[config.mk]
export PLATFORM = sky130hd
export DESIGN_NAME = mvb_encode_ctr
export DESIGN_NICKNAME = d
export VERILOG_FILES = /design/src/rtl/mvb_encode_ctr.sv
export SDC_FILE = /design/constraint.sdc
export NUM_CORES = 1
export LEC_CHECK = 0
export CAP_MARGIN = 40
export CORE_ASPECT_RATIO = 1.2
export CORE_MARGIN = 4
export CORE_UTILIZATION = 49
export DETAILED_ROUTE_END_ITERATION = 8
export PLACE_DENSITY = 0.75
export SYNTH_ARGS = -nofsm -noshare
export SYNTH_HDL_FRONTEND = slang
export SYNTH_SLANG_ARGS = --single-unit
[constraint.sdc]
create_clock -name clk_6M -period 2.6 [get_ports clk_6M]
set_input_delay 0.26 -clock clk_6M [delete_from_list [all_inputs] [get_ports clk_6M]]
set_output_delay 0.26 -clock clk_6M [all_outputs]
set_load 0.02 [all_outputs]
[src/rtl/mvb_encode_ctr.sv]
// mvb_encode_ctr: MVB transmit frame encoder, Manchester half-bits held 2 clocks each on the line driver.
module mvb_encode_ctr (
  input  logic        clk_6M,
  input  logic        rst,
  input  logic        tx_start,
  input  logic        frame_type,
  input  logic [4:0]  word_count,
  input  logic        tx_abort,
  input  logic [15:0] tx_word,
  output logic        word_req,
  output logic        tx_out,
  output logic        tx_en,
  output logic        busy,
  output logic        frame_done,
  output logic        param_err
);
  localparam logic [17:0] MASTER_DELIM = 18'b10_11_00_01_11_00_01_01_01;
  localparam logic [17:0] SLAVE_DELIM  = 18'b10_10_10_10_00_11_01_00_11;
  localparam logic [6:0]  CRC_POLY     = 7'h65;
  typedef enum logic [2:0] {IDLE, START_DELIM, DATA, CHECK, END_DELIM, DONE} state_t;
  state_t state, state_n;
  logic ph, ph_n, req_d, req_d_n, par, par_n, ld, legal;
  logic [4:0] hb, hb_n, ws, ws_n, cnt, cnt_n;
  logic [1:0] gc, gc_n;
  logic [31:0] sr, sr_n;
  logic [15:0] hold, hold_n;
  logic [6:0] crc, crc_n;
  logic word_req_n, tx_en_n, busy_n, frame_done_n, param_err_n;
  function automatic logic [31:0] manch(input logic [15:0] w);
    logic [31:0] r;
    for (int i = 0; i < 16; i++) r[2*i +: 2] = {w[i], ~w[i]};
    return r;
  endfunction
  function automatic logic [6:0] crc_word(input logic [6:0] c, input logic [15:0] w);
    logic [6:0] r;
    r = c;
    for (int i = 15; i >= 0; i--) r = {r[5:0], 1'b0} ^ ((w[i] ^ r[6]) ? CRC_POLY : 7'h0);
    return r;
  endfunction
  assign tx_out = sr[31];
  assign legal = !frame_type || (word_count != 5'd0 && (word_count & (word_count - 5'd1)) == 5'd0);
  always_comb begin
    state_n = state;
    ph_n = (state != IDLE) && !ph;
    sr_n = ph ? {sr[30:0], 1'b0} : sr;
    hb_n = ph ? hb + 5'd1 : hb;
    ws_n = ws;
    gc_n = gc;
    cnt_n = cnt;
    crc_n = crc;
    par_n = par;
    req_d_n = word_req;
    hold_n = req_d ? tx_word : hold;
    word_req_n = 1'b0;
    tx_en_n = tx_en;
    busy_n = busy;
    frame_done_n = 1'b0;
    param_err_n = 1'b0;
    ld = 1'b0;
    case (state)
      IDLE: if (tx_start) begin
        if (legal) begin
          state_n = START_DELIM;
          sr_n = {frame_type ? SLAVE_DELIM : MASTER_DELIM, 14'b0};
          hb_n = 5'd0;
          ph_n = 1'b0;
          cnt_n = frame_type ? word_count : 5'd1;
          ws_n = 5'd0;
          gc_n = 2'd0;
          tx_en_n = 1'b1;
          busy_n = 1'b1;
          word_req_n = 1'b1;
        end else param_err_n = 1'b1;
      end
      START_DELIM: ld = hb == 5'd17 && ph;
      DATA: if (hb == 5'd31 && ph) begin
        ws_n = ws + 5'd1;
        gc_n = gc + 2'd1;
        hb_n = 5'd0;
        if (gc == 2'd3 || ws + 5'd1 == cnt) begin
          state_n = CHECK;
          sr_n = manch({~{crc, par ^ (^crc)}, 8'h00});
        end else ld = 1'b1;
      end
      CHECK: if (hb == 5'd15 && ph) begin
        hb_n = 5'd0;
        if (ws < cnt) ld = 1'b1;
        else begin
          state_n = END_DELIM;
          sr_n = 32'd0;
        end
      end
      END_DELIM: if (hb == 5'd1 && ph) begin
        state_n = DONE;
        sr_n = 32'd0;
        tx_en_n = 1'b0;
        frame_done_n = 1'b1;
      end
      default: begin
        state_n = IDLE;
        sr_n = 32'd0;
        busy_n = 1'b0;
      end
    endcase
    // a word continuing a group keeps the running CRC; any other load opens a new group
    if (ld) begin
      state_n = DATA;
      sr_n = manch(hold);
      hb_n = 5'd0;
      crc_n = crc_word(state == DATA ? crc : 7'd0, hold);
      par_n = (state == DATA ? par : 1'b0) ^ (^hold);
      word_req_n = {1'b0, ws_n} + 6'd1 < {1'b0, cnt};
    end
    if (tx_abort) begin
      state_n = IDLE;
      sr_n = 32'd0;
      ph_n = 1'b0;
      req_d_n = 1'b0;
      word_req_n = 1'b0;
      tx_en_n = 1'b0;
      busy_n = 1'b0;
      frame_done_n = 1'b0;
      param_err_n = 1'b0;
    end
  end
  always_ff @(posedge clk_6M) begin
    if (!rst) begin
      state <= IDLE;
      ph <= 1'b0;
      sr <= 32'd0;
      hb <= 5'd0;
      ws <= 5'd0;
      gc <= 2'd0;
      cnt <= 5'd0;
      crc <= 7'd0;
      par <= 1'b0;
      req_d <= 1'b0;
      hold <= 16'd0;
      word_req <= 1'b0;
      tx_en <= 1'b0;
      busy <= 1'b0;
      frame_done <= 1'b0;
      param_err <= 1'b0;
    end else begin
      state <= state_n;
      ph <= ph_n;
      sr <= sr_n;
      hb <= hb_n;
      ws <= ws_n;
      gc <= gc_n;
      cnt <= cnt_n;
      crc <= crc_n;
      par <= par_n;
      req_d <= req_d_n;
      hold <= hold_n;
      word_req <= word_req_n;
      tx_en <= tx_en_n;
      busy <= busy_n;
      frame_done <= frame_done_n;
      param_err <= param_err_n;
    end
  end
endmodule

==> results.cfg <==
[cells_and_area]
syn2layout_area_growth_pct = 25.18
layout_commonest_cell = dfxtp_1
antenna_cells = 0
fin_area_um2 = 6574
drive_gt1_share_pct = 23.34
nets = 714
layout_common_cells = 78 x dfxtp_1, 75 x buf_4, 51 x xnor2_1, 47 x nand2_1, 36 x a21oi_1

[die]
core_region_area_um2 = 10520
start_util_pct = 49.93
rows = 41
die_width_um = 102.5
die-area_um2 = 12440
die-height_um = 121.4
ios = 32

[placement]
placedInstanceArea_um2 = 6103
gp_congestion = 0.9456
port_buffers = 31
post-dp-hpwl_um = 10470

[yosys]
syn_avg_cell_area_um2 = 8.796
synth.area.top_cells = dfxtp_1 32%, xnor2_1 8.5%, mux2i_1 6.7%
synth_flop_cell = dfxtp_1
synth-simple-area-share_pct = 18.44
synth-edff-count = 0
yosysUniqueCellTypes = 67
syn_inst = 597
syn_nets = 639
yosysTopAreaCellShare_pct = 31.64
synth_seq_cells = 83
synth_top_family_by_area = simple AND/OR/NAND/NOR gates
async_flop_share_pct = 0
synth.cell_area_um2 = 5251
synth_compound_area_share_pct = 17.11
ys_warn_count = 0
yosysTopAreaCell = dfxtp_1
synth_mux_area_share_pct = 10.10
yosysSeqAreaShare_pct = 31.64
synth-xor-area-share_pct = 13.96
synth_adder_area_share_pct = 3.812

[sta]
fmax_mhz = 363.3
rsz0062_at_grt = yes
period_share_pct = 105.9
skew_ns = 0.008792
fin_crit_ns = 2.753
worst_pin_slew_ns = 0.6029
slew_headroom_pct = 59.66
setup_ws_ns = -0.1527
finalSetupViolations = 1
slew_viol_final = 0
tns_ns = -0.1527
hold_viol = 0

[worst_setup_path]
cp.arrival_ns = 2.98
critPathRequiredTime_ns = 2.83
slowest_delay_ns = 0.33
path_buf_inv = 0
critical_path.most_common_cell = ha_4
critPathTopFamily = compound AO/OA/AOI/OAI gates
crit_fanout = 4
crit_slowest_cell = dfxtp_2
crit_type = reg2reg
setup.worst_path.end_class = flip-flop
crit_path_cell_trace = ha_4 -> and3_4 -> ha_4 -> nand2_4 -> mux2i_1 -> o21ai_1 -> a31o_2 -> ha_4 -> ha_1 -> a21boi_0 -> o2111ai_2 -> and4_1 -> o2bb2ai_1
crit_path_start_kind = flip-flop

[run_status]
violations = negative setup slack
status = finished with violations

[routing]
dr.pass1.iters = 5
drt-initial-drc-count = 373
ant_nets = 0
via_per_inst = 5.854
vias = 4718
avgRoutedWirePerCell_um = 18.00
wl_um = 14510
drc = 0

[global_routing]
overflow = 0
antenna_found_initial = 0
grt_pass1_vias = 4754
grt_max_degree = 39
grt_pass1_wl_um = 23360
grtUsageTotal_pct = 24.26

[pwr]
p_per_area_nw_per_um2 = 452.2
power.leakage_uw = 0.002579
irDropWorstVdd_v = 0.0003238
p_total_uw = 2973

[clock_tree]
cts_buffer_depth = 2
cts_max_level = 3
clkSinkCount = 83
cts_buffers = 9
clk_pin_slew_ns = 0.06
cts_tree = yes
cts_root_buffer = clkbuf_16
clk_latency_ns = 0.35

[hold_path]
hp-class = in2reg

[job]
maxCapViolCount = 0
## path summary, 6_finish.rpt
check	startpoint	endpoint	slack, ns	cells after the start
max	hb[1]	word_req	-0.15	13
min	word_count[1]	cnt[1]	0.41	4
max reg2reg	hb[1]	word_req	-0.15	13
min reg2reg	busy	busy	0.48	2
## power breakdown
group | total, uW | internal [uW] | switching (uW)
clock network | 1330 | 779 | 548
registers | 1300 | 1290 | 14.3
logic | 345 | 168 | 177
total | 2970 | 2230 | 740
## sequential cells by signal, summed over array words and instances (netlist names)
register    flops
par             1
gc              2
busy            1
word_req        1
param_err       1
state           3
frame_done      1
cnt             5
ws              5
crc             7
tx_en           1
hold           16
req_d           1
hb              5
sr             32
ph              1
## layer usage
metal	up-vias	part of all wire [%]	GRT usage, %
li1	2244	-	-
met5	-	0	0
met3	78	5.8	4.715
met4	0	6.1	14.77
met2	190	49	41.28
met1	2206	39	27.40
## layout make-up
cell class / count / area (um2)
clock buffer: 10 / 239.0
clock inverter: 6 / 71.32
fill: 884 / 3943
inverter: 16 / 60.06
multi-input combinational: 455 / 3486
sequential: 83 / 1668
tap: 129 / 161.4
timing repair buffer: 107 / 888.4
## cells in the mapped netlist (all sizes together), types with 11 or more instances
master,instances
dfxtp,83
xnor2,54
nand2,49
a21oi,40
mux2i,35
nor2,35
nor2b,30
buf,23
xor2,22
nand3,21
clkbuf,20
ha,16
inv,16
mux2,16
o21ai,15
nor3,11
## what timing repair did
action                                 CTS  global route
setup endpoints to repair               25            37
pin swaps                               10             8
resized for setup                       11            16
setup buffers                            5             4
hold buffers                             0             0
endpoints found under the hold margin    0             0
## cells by family (layout without fill, tap and decap cells)
kind of cell	after synthesis	after routing
multiplexers	51	51
buffers and inverters	59	139
adder cells (fa/ha/maj)	16	16
AO/OA/AOI/OAI	128	128
flip-flops	83	83
XOR/XNOR	78	78
AND/OR/NAND/NOR	182	182
## worst reg2reg max path: stages (launching register included)
cell and delay (ns):
dfxtp_2 0.33, ha_4 0.16, and3_4 0.16, ha_4 0.17, nand2_4 0.09, mux2i_1 0.19
o21ai_1 0.08, a31o_2 0.25, ha_4 0.24, ha_1 0.26, a21boi_0 0.27, o2111ai_2 0.13
and4_1 0.20, o2bb2ai_1 0.11
## metrics by stage
step | util, % | hold WS (ns) | worst slack [ns] | cells
after global routing | 62.51 | 0.4703 | -0.2910 | 806
after floorplan | - | 0.4026 | -0.02294 | 597
final | 62.51 | 0.4136 | -0.1527 | 806
after CTS | 61.67 | 0.4824 | -0.1550 | 802
after global placement | 58.04 | 0.4687 | -0.4791 | 781
after detailed placement | 58.04 | 0.4717 | -0.5705 | 781
Power figures use the tool's default switching activity.
